--- src/rtl/time_view_pkg.sv ---
// Shared field layout, limits and binary-to-BCD helper for the time_view clock core.
// Pure declarations; no logic or state.
package time_view_pkg;

    localparam int BCD_W  = 20;
    localparam int HT_LSB = 18;
    localparam int HT_W   = 2;
    localparam int HU_LSB = 14;
    localparam int MT_LSB = 11;
    localparam int MU_LSB = 7;
    localparam int ST_LSB = 4;
    localparam int SU_LSB = 0;
    localparam int TEN_W  = 3;
    localparam int UNIT_W = 4;

    localparam logic [4:0] MAX_HOUR    = 5'd23;
    localparam logic [5:0] MAX_MIN_SEC = 6'd59;

    // Returns {tens[2:0], units[3:0]} for a value in 0..59.
    function automatic logic [6:0] bin2bcd60(input logic [5:0] v);
        logic [2:0] tens;
        logic [3:0] units;
        if (v >= 6'd50) begin
            tens  = 3'd5;
            units = 4'(v - 6'd50);
        end else if (v >= 6'd40) begin
            tens  = 3'd4;
            units = 4'(v - 6'd40);
        end else if (v >= 6'd30) begin
            tens  = 3'd3;
            units = 4'(v - 6'd30);
        end else if (v >= 6'd20) begin
            tens  = 3'd2;
            units = 4'(v - 6'd20);
        end else if (v >= 6'd10) begin
            tens  = 3'd1;
            units = 4'(v - 6'd10);
        end else begin
            tens  = 3'd0;
            units = 4'(v);
        end
        return {tens, units};
    endfunction

endpackage

--- src/rtl/time_view_if.sv ---
// Control/display bundle between the input layer and the clock core.
// master drives buttons/switches and reads the display word; slave is the core.
interface time_view_if;
    logic        mode12h;
    logic        set_time;
    logic        set_alarm;
    logic        button1;
    logic        button2;
    logic [19:0] stime_alarm;
    logic        sam_pm;
    logic [19:0] hh_mm_ss;
    logic        am_pm;
    logic        alarm_hit;

    modport master (
        output mode12h, set_time, set_alarm, button1, button2, stime_alarm, sam_pm,
        input  hh_mm_ss, am_pm, alarm_hit
    );

    modport slave (
        input  mode12h, set_time, set_alarm, button1, button2, stime_alarm, sam_pm,
        output hh_mm_ss, am_pm, alarm_hit
    );
endinterface

--- src/rtl/time_bcd_fmt.sv ---
// Combinational binary time to packed BCD display word, 12h or 24h hour form.
// Zero latency; no flow control.
module time_bcd_fmt
    import time_view_pkg::*;
(
    input  logic [4:0]       hour,
    input  logic [5:0]       minute,
    input  logic [5:0]       second,
    input  logic             mode12h,
    output logic [BCD_W-1:0] bcd
);

    logic [4:0] disp_hour;
    logic [1:0] h_tens;
    logic [3:0] h_units;

    always_comb begin
        disp_hour = hour;
        if (mode12h) begin
            if (hour == 5'd0 || hour == 5'd12) begin
                disp_hour = 5'd12;
            end else if (hour > 5'd12) begin
                disp_hour = hour - 5'd12;
            end
        end

        h_tens  = 2'd0;
        h_units = 4'(disp_hour);
        if (disp_hour >= 5'd20) begin
            h_tens  = 2'd2;
            h_units = 4'(disp_hour - 5'd20);
        end else if (disp_hour >= 5'd10) begin
            h_tens  = 2'd1;
            h_units = 4'(disp_hour - 5'd10);
        end
    end

    assign bcd = {h_tens, h_units, bin2bcd60(minute), bin2bcd60(second)};

endmodule

--- src/rtl/time_view.sv ---
// Real-time clock core: 24h binary time, button time-set, one alarm, registered BCD display.
// Display/am_pm/alarm_hit lag internal state by one cycle; inputs are never back-pressured.
module time_view
    import time_view_pkg::*;
#(
    parameter int CLK_PER_SEC = 1
) (
    input  logic       clk,
    input  logic       rst,
    time_view_if.slave tv
);

    localparam int            PW       = (CLK_PER_SEC > 1) ? $clog2(CLK_PER_SEC) : 1;
    localparam logic [PW-1:0] PRE_LAST = PW'(CLK_PER_SEC - 1);

    logic [PW-1:0]    presc;
    logic [4:0]       hour;
    logic [5:0]       minute;
    logic [5:0]       second;
    logic             b1_q;
    logic             b2_q;
    logic             sa_q;
    logic             armed;
    logic [4:0]       al_hour;
    logic [5:0]       al_min;
    logic [5:0]       al_sec;
    logic [BCD_W-1:0] disp_q;
    logic             am_pm_q;
    logic             hit_q;

    logic b1_rise, b2_rise, sa_rise, tick;

    assign b1_rise = tv.button1 & ~b1_q;
    assign b2_rise = tv.button2 & ~b2_q;
    assign sa_rise = tv.set_alarm & ~sa_q;
    assign tick    = (presc == PRE_LAST);

    // Set mode keeps the hour in the half chosen by sam_pm; button1 steps within that half.
    logic [4:0] hour_mod, hour_inc, hour_set;

    assign hour_mod = (hour >= 5'd12) ? hour - 5'd12 : hour;
    assign hour_inc = !b1_rise ? hour_mod : ((hour_mod == 5'd11) ? 5'd0 : hour_mod + 5'd1);
    assign hour_set = hour_inc + (tv.sam_pm ? 5'd12 : 5'd0);

    logic [1:0] a_ht;
    logic [3:0] a_hu, a_mu, a_su;
    logic [2:0] a_mt, a_st;
    logic [5:0] a_hval, a_min, a_sec;
    logic [4:0] a_h12, a_h24;
    logic       digits_ok, hour_ok;

    assign a_ht = tv.stime_alarm[HT_LSB +: HT_W];
    assign a_hu = tv.stime_alarm[HU_LSB +: UNIT_W];
    assign a_mt = tv.stime_alarm[MT_LSB +: TEN_W];
    assign a_mu = tv.stime_alarm[MU_LSB +: UNIT_W];
    assign a_st = tv.stime_alarm[ST_LSB +: TEN_W];
    assign a_su = tv.stime_alarm[SU_LSB +: UNIT_W];

    assign a_hval = 6'(a_ht) * 6'd10 + 6'(a_hu);
    assign a_min  = 6'(a_mt) * 6'd10 + 6'(a_mu);
    assign a_sec  = 6'(a_st) * 6'd10 + 6'(a_su);

    assign digits_ok = (a_hu <= 4'd9) && (a_mu <= 4'd9) && (a_su <= 4'd9) &&
                       (a_mt <= 3'd5) && (a_st <= 3'd5);
    assign hour_ok   = tv.mode12h ? (a_hval >= 6'd1 && a_hval <= 6'd12)
                                  : (a_hval <= 6'(MAX_HOUR));

    // 12 AM is hour 0, 12 PM is hour 12.
    assign a_h12 = (a_hval == 6'd12) ? 5'd0 : a_hval[4:0];
    assign a_h24 = tv.mode12h ? (a_h12 + (tv.sam_pm ? 5'd12 : 5'd0)) : a_hval[4:0];

    logic [BCD_W-1:0] fmt_word;

    time_bcd_fmt u_fmt (
        .hour    (hour),
        .minute  (minute),
        .second  (second),
        .mode12h (tv.mode12h),
        .bcd     (fmt_word)
    );

    always_ff @(posedge clk or negedge rst) begin
        if (!rst) begin
            presc   <= '0;
            hour    <= '0;
            minute  <= '0;
            second  <= '0;
            b1_q    <= 1'b0;
            b2_q    <= 1'b0;
            sa_q    <= 1'b0;
            armed   <= 1'b0;
            al_hour <= '0;
            al_min  <= '0;
            al_sec  <= '0;
            disp_q  <= '0;
            am_pm_q <= 1'b0;
            hit_q   <= 1'b0;
        end else begin
            b1_q <= tv.button1;
            b2_q <= tv.button2;
            sa_q <= tv.set_alarm;

            if (tv.set_time) begin
                presc  <= '0;
                second <= '0;
                hour   <= hour_set;
                if (b2_rise) begin
                    minute <= (minute == MAX_MIN_SEC) ? 6'd0 : minute + 6'd1;
                end
            end else if (tick) begin
                presc <= '0;
                if (second == MAX_MIN_SEC) begin
                    second <= 6'd0;
                    if (minute == MAX_MIN_SEC) begin
                        minute <= 6'd0;
                        hour   <= (hour == MAX_HOUR) ? 5'd0 : hour + 5'd1;
                    end else begin
                        minute <= minute + 6'd1;
                    end
                end else begin
                    second <= second + 6'd1;
                end
            end else begin
                presc <= presc + PW'(1);
            end

            if (sa_rise && digits_ok && hour_ok) begin
                armed   <= 1'b1;
                al_hour <= a_h24;
                al_min  <= a_min;
                al_sec  <= a_sec;
            end

            disp_q  <= fmt_word;
            am_pm_q <= (hour >= 5'd12);
            hit_q   <= ~tv.set_time & armed & (hour == al_hour) &
                       (minute == al_min) & (second == al_sec);
        end
    end

    assign tv.hh_mm_ss  = disp_q;
    assign tv.am_pm     = am_pm_q;
    assign tv.alarm_hit = hit_q;

endmodule

--- src/flat_wrapper.sv ---
// flat-port wrapper written by rule: the top's interface ports become plain ports
module time_view_flat import time_view_pkg::*;
#(
    parameter int CLK_PER_SEC = 1
)
  (clk, rst, tv_mode12h, tv_set_time, tv_set_alarm, tv_button1, tv_button2, tv_stime_alarm, tv_sam_pm, tv_hh_mm_ss, tv_am_pm, tv_alarm_hit);
  time_view_if tv_i ();
  input  logic clk;
  input  logic rst;
  input wire logic [$bits(tv_i.mode12h)-1:0] tv_mode12h;
  input wire logic [$bits(tv_i.set_time)-1:0] tv_set_time;
  input wire logic [$bits(tv_i.set_alarm)-1:0] tv_set_alarm;
  input wire logic [$bits(tv_i.button1)-1:0] tv_button1;
  input wire logic [$bits(tv_i.button2)-1:0] tv_button2;
  input wire logic [$bits(tv_i.stime_alarm)-1:0] tv_stime_alarm;
  input wire logic [$bits(tv_i.sam_pm)-1:0] tv_sam_pm;
  output wire logic [$bits(tv_i.hh_mm_ss)-1:0] tv_hh_mm_ss;
  output wire logic [$bits(tv_i.am_pm)-1:0] tv_am_pm;
  output wire logic [$bits(tv_i.alarm_hit)-1:0] tv_alarm_hit;
  assign tv_i.mode12h = tv_mode12h;
  assign tv_i.set_time = tv_set_time;
  assign tv_i.set_alarm = tv_set_alarm;
  assign tv_i.button1 = tv_button1;
  assign tv_i.button2 = tv_button2;
  assign tv_i.stime_alarm = tv_stime_alarm;
  assign tv_i.sam_pm = tv_sam_pm;
  assign tv_hh_mm_ss = tv_i.hh_mm_ss;
  assign tv_am_pm = tv_i.am_pm;
  assign tv_alarm_hit = tv_i.alarm_hit;
  time_view #(.CLK_PER_SEC(CLK_PER_SEC)) u_core (.clk(clk), .rst(rst), .tv(tv_i));
endmodule
--- config.mk ---
export PLATFORM = sky130hd
export DESIGN_NAME = time_view_flat
export DESIGN_NICKNAME = d
export VERILOG_FILES = /design/src/rtl/time_view_pkg.sv /design/src/rtl/time_view_if.sv /design/src/rtl/time_bcd_fmt.sv /design/src/rtl/time_view.sv /design/src/flat_wrapper.sv
export SDC_FILE = /design/constraint.sdc
export NUM_CORES = 1
export LEC_CHECK = 0
export BUFFER_PORTS_ARGS = -buffer_cell sky130_fd_sc_hd__buf_2
export CAP_MARGIN = 30
export CORE_MARGIN = 2
export CORE_UTILIZATION = 40
export DETAILED_ROUTE_END_ITERATION = 10
export GPL_TIMING_DRIVEN = 0
export MAX_ROUTING_LAYER = met4
export PLACE_DENSITY_LB_ADDON = 0.25
export SLEW_MARGIN = 20
export SYNTH_ARGS = -nofsm -noshare
export SYNTH_HDL_FRONTEND = slang
export SYNTH_SLANG_ARGS = --single-unit
--- constraint.sdc ---
create_clock -name clk -period 3.3 [get_ports clk]
set_clock_uncertainty 0.15 [all_clocks]
set_input_delay 0.99 -clock clk [delete_from_list [all_inputs] [get_ports clk]]
set_output_delay 0.99 -clock clk [all_outputs]
set_load 0.05 [all_outputs]
### Word-level counts from Yosys, hierarchy flattened

Cells that the tools add are included.

| storage, ports and cells | value |
|---|---|
| bits in read-only memories | 0 |
| memories | 0 |
| output and inout bits | 22 |
| bits in latches | 0 |
| RAM bits | 0 |
| bits in registers | 61 |
| word-level logic and storage cells | 146 |

| cells by class | value |
|---|---|
| add/subtract/negate cells | 23 |
| divide/modulo/power cells | 0 |
| $lt $le $gt $ge | 22 |
| reductions and logical operators | 13 |
| eq/ne operators | 11 |
| muxes and demuxes | 49 |
| multiply operators | 3 |
| shift-type cells | 0 |
| bitwise operators | 11 |

Operators by type and width:

| kind | number |
|---|---|
| $mux 5 | 13 |
| $mux 4 | 13 |
| $mux 6 | 8 |
| $sub 4x4->4 const B | 7 |
| $ge 6x5->1 const B | 4 |
| $ge 6x6->1 const B | 4 |
| $add 6x4->6 | 3 |
| $add 6x1->6 const B | 2 |
| $eq 6x6->1 | 2 |
| $eq 6x6->1 const B | 2 |
| $ge 6x4->1 const B | 2 |
| $le 4x4->1 const B | 3 |
| $mux 3 | 4 |
| $sub 4x3->4 const B | 3 |
| $add 5x1->5 const B | 2 |
| $add 5x5->5 | 2 |
| $eq 5x4->1 const B | 2 |
| $ge 5x4->1 const B | 2 |
| $mul 3x3->5 const B | 2 |
| $mux 2 | 5 |
| $sub 4x2->4 const B | 2 |
| $and 1x1->1 | 7 |
| $logic_and 1x1->1 | 7 |
| $eq 6x4->1 const B | 1 |
| 19 further kinds | 30 |

### Logic depth before layout (Yosys ltp)

| logic depth | value |
|---|---|
| word-level depth | 7 |
| depth in mapped cells | 14 |
| gate-level depth less buffers | 13 |

### Cells and area by module

A second synthesis with hierarchy kept.

| unflattened totals | value |
|---|---|
| cell total of the unflattened synthesis | 460 |
| area, all modules | 4,514.3 um2 |

By module, submodules not included:

| module | times used | area each (um2) | cells each | sequential area each (um2) |
|---|---|---|---|---|
| time_view | 1 | 3,393.3 | 304 | 1,501.4 |
| time_bcd_fmt | 1 | 1,121.1 | 156 | 0.0 |

### Worst setup path before layout

No wires, ideal clock.

| path | value |
|---|---|
| kind | in2reg |
| from | input tv_stime_alarm[15] |
| to | register u_core.al_hour[4] |
| data arrival time | 3.122 ns |
| stages | 13 |
| path buffers | 1 |
| path slack | -0.097 ns |
| required time | 3.025 ns |
| cells stage by stage | ha_1 > fa_1 > buf_6 > nand2_1 > o31ai_1 > a21boi_0 > ha_1 > inv_1 > fa_1 > nor2b_1 > xnor2_1 > xnor2_1 > mux2_4 |

| on the way | value |
|---|---|
| cells in the longest elaborated chain, start to end | 7 |
| elaborated cells on any way between the ends | 17 |
| classes of those cells | add/sub (2); order compare (4); eq/ne (1); mux (3); reduce/logical (7) |

RTL lines:

| item | line | RTL |
|---|---|---|
| start: declaration | flat_wrapper.sv:15 | `input wire logic [$bits(tv_i.stime_alarm)-1:0] tv_stime_alarm;` |
| branches (longest 7 deep; another with $add 6x4->6) | n/a |  |
| end signal: assignment | time_view.sv:129 | `al_hour <= a_h24;` |
| end: declaration | time_view.sv:24 | `logic [4:0] al_hour;` |

Several ways; the timed one is not identified.
A chain may end at the register's enable or synchronous reset.

### Worst setup path in the final report

Ends and elaborated chain as after synthesis.

==> metrics.txt <==
ratio of cells with drive above 1 in the final layout=0.2178; Storage cell area=1503 um^2; Avg Cell Area, Syn=9.687 um^2; CTS clk-pin slew, worst paths=0.08 ns; CTS Sinks=60; hold depth=0; CTS tree=built; CP Data Required Time=3.38 ns; Critical Path Fanout Max=5; pwr dens=786.7 nW/um^2; Final setup viols=0; final net count=601; P&R area growth vs syn=15.60%; Synth Area in Adders=0.1482; Peak VDD IR=502.0 uV; period utilization=0.9619; multi-input logic area=2828 um^2; Crit Path Category=in2reg; die width=109.8 um; ANT cells=0; max_cap viols=0; HP Start=u_core.minute[0]; worst skew pair latency=0.35 ns; Synth Net Count=540; XOR/XNOR Fraction of Synth Area=0.07632; reg2reg end=u_core.hour[4]; Post-Route WL=9.872 mm; routed vias=3603; routability cong.=0.8587; Worst Hold Slack=0.2651 ns; # H-tree levels=3; arrival time worst endpoint=3.25 ns; Die Y-Extent=109.8 um; initial antenna violation count=0; Post-synth EDFFs=0; core footprint=10890 um^2; Netlist cell types=64; RSZ-0062 raised after global routing=no; compound-cell area share of the yosys netlist=0.1957; Reg2Reg Setup Slack=0.22 ns; GRT Total Usage=0.1833; Slew Viols, Final=0; TritonCTS buffer count=9; Slowest-stage cell, CP=fa_2; type of the most critical hold path=reg2reg; CTS root buffer=clkbuf_8; Main synth FF type=dfrtp_1; placed cell count=651; worst slew pin tran=0.7533 ns; CTS Hold Bufs=0; Final ANT Viol Nets=0; cells along the critical path=buf_2 -> ha_2 -> fa_2 -> a21boi_1 -> ha_1 -> inv_1 -> fa_2 -> nor2b_1 -> xnor2_1 -> xnor2_1 -> mux2_4; FF-to-FF path depth=13; DR WL/cell=14.78 um; Pre-antenna DRT Iters=4; Post-Synth Simple-Gate Area=0.1336; Top Ports=50; Syn Std Cell Area=4476 um^2; final hold violation count=0; FP Rows=38; post-synthesis mux area share=0.06402; number of DRC markers in iteration 0=179; post-synthesis sequential area ratio=0.3355; fill count=1049; Buf+Inv Stages, Crit Path=2; Hold Path End=u_core.tv.hh_mm_ss[7]; Mapped Cells=462; Crit. End Element=flop; fin cells=668; Yosys reg bits=60; yosys warns=0; Max Root-Sink Buffers=2; vias in the first global route=3404; Final Critical Period=3.174 ns; P_leak=0.002390 uW; HPWL Detailed=7.492 mm; largest net degree at the start of global routing=61; port bufs=49; status=finished, final reports clean; number of vias per cell=5.394; FFs w/ async S/R, synth=1.000; Initial Util=0.4111; CP Launch Type=input pin; max incr delay on CP=0.59 ns; main combinational cell family by area after synthesis=compound AO/OA/AOI/OAI gates; CP delay by family, top=adder cells; GRT overflow=0; Highest Clock Rate=0.3150 GHz; global-route wire length before repair=16.79 mm; worst r2r src=u_core.hour[2]; die area=12050 um^2; DRC violations left=0; Slew headroom=0.4978
## report_power, final
part | internal, uW | switching, uW
sequential | 974 | 192
clock | 352 | 321
combinational | 900 | 1330
## sequential cells by signal, indices dropped and copies added, names as in the netlist, 5 cells and up
register	count
u_core.minute	6
u_core.al_min	6
u_core.al_sec	6
u_core.al_hour	5
u_core.second	6
u_core.hour	5
u_core.tv.hh_mm_ss	20
## what timing repair did
item | in CTS | in global routing
resized for setup | 2 | 11
buffers inserted | 0 | 2
endpoints found under the setup margin | 3 | 9
pin swaps | 0 | 2
## cells by family (layout without fill, tap and decap cells)
logic type	Yosys count	count (layout)
XOR/XNOR	39	39
multiplexers	24	24
flip-flops	60	60
adder cells (fa/ha/maj)	50	50
AND/OR/NAND/NOR	114	114
buffers and inverters	49	115
AO/OA/AOI/OAI	126	126
## layer usage
metal / up-vias / global-route usage / share of wire
met4: 0 / 0.07324 / 0.019
met2: 87 / 0.2782 / 0.46
li1: 1796 / - / -
met1: 1704 / 0.2464 / 0.48
met5: - / - / 0
met3: 16 / 0.02667 / 0.043
## cell usage in the layout (no fill, tap or decap), types with 4 or more instances in the layout
cell type / synthesis / layout
buf_2: 5 / 53
inv_1: 31 / 31
nor3_1: 6 / 6
a21o_1: 8 / 8
o21a_1: 5 / 5
mux2_2: 9 / 9
nand4_1: 7 / 7
buf_4: 1 / 4
o21ai_0: 33 / 31
o31ai_1: 6 / 6
nand3_1: 5 / 5
ha_1: 45 / 43
mux2i_1: 8 / 8
a22oi_1: 4 / 4
clkbuf_1: 10 / 9
clkbuf_8: 0 / 9
nor2_1: 24 / 23
nand2b_1: 9 / 9
nand2_1: 31 / 30
mux2_4: 7 / 7
xnor2_1: 30 / 30
a21oi_1: 24 / 24
xor2_1: 9 / 9
dfrtp_1: 60 / 59
nor2b_1: 10 / 9
## worst reg2reg max path, delay by kind of cell (launching register included)
kind,cells,cell delay (ns)
fa+ha+maj,3,0.75
simple gates,3,0.59
compound gates,3,0.46
flops,1,0.42
xor+xnor,2,0.37
buf+inv,2,0.22
## cells in the mapped netlist, drive strengths merged, types with 4 or more instances
| library cell | instances | area share |
|---|---|---|
| a221oi | 5 | 0.0098 |
| o31ai | 6 | 0.010 |
| ha | 45 | 0.13 |
| nand3 | 5 | 0.0056 |
| a21boi | 5 | 0.0084 |
| clkbuf | 10 | 0.0084 |
| mux2 | 16 | 0.046 |
| a21o | 8 | 0.013 |
| nand2 | 32 | 0.029 |
| a21oi | 25 | 0.029 |
| nor2b | 10 | 0.014 |
| mux2i | 8 | 0.018 |
| xor2 | 9 | 0.018 |
| nor2 | 24 | 0.020 |
| nand4 | 7 | 0.0098 |
| nor3 | 6 | 0.0067 |
| o221ai | 4 | 0.0078 |
| xnor2 | 30 | 0.059 |
| buf | 8 | 0.012 |
| nand2b | 9 | 0.013 |
| fa | 5 | 0.022 |
| inv | 31 | 0.026 |
| a22oi | 4 | 0.0067 |
| o21ai | 33 | 0.037 |
| o21a | 5 | 0.0084 |
| dfrtp | 60 | 0.34 |
## per-stage QoR
stage / setup TNS (ns) / total power [uW] / cell area (um^2) / setup slack, ns / util
2_1_floorplan: 0 / 2838 / 4489 / 0.03469 / -
3_3_place_gp: -1.953 / 3291 / 4910 / -0.2628 / 0.4509
3_5_place_dp: -2.091 / 3342 / 4912 / -0.3186 / 0.4512
4_1_cts: 0 / 4048 / 5116 / 0.02722 / 0.4699
5_1_grt: 0 / 4429 / 5174 / 0.007598 / 0.4752
6_report: 0 / 4070 / 5174 / 0.1258 / 0.4752
## how the worst max path moves through the flow
| stage | startpoint | endpoint | depth (start not counted) |
|---|---|---|---|
| global route | u_core.hour[0] | u_core.hour[4] | 13 |
| CTS | u_core.hour[0] | u_core.tv.hh_mm_ss[15] | 11 |
| finish | tv_stime_alarm[15] | u_core.al_hour[4] | 11 |
| detailed placement | tv_stime_alarm[16] | u_core.al_hour[4] | 13 |
| floorplan | tv_stime_alarm[15] | u_core.al_hour[4] | 10 |
| global placement | tv_stime_alarm[16] | u_core.al_hour[4] | 13 |
## layout make-up
class,count,area share
buffer,17,0.01717
clock buffer,9,0.02394
clock inverter,7,0.01475
inverter,31,0.02249
multi-input combinational,353,0.5466
sequential,60,0.2904
tap,140,0.03386
timing repair buffer,51,0.05079
Power figures use the tool's default switching activity.
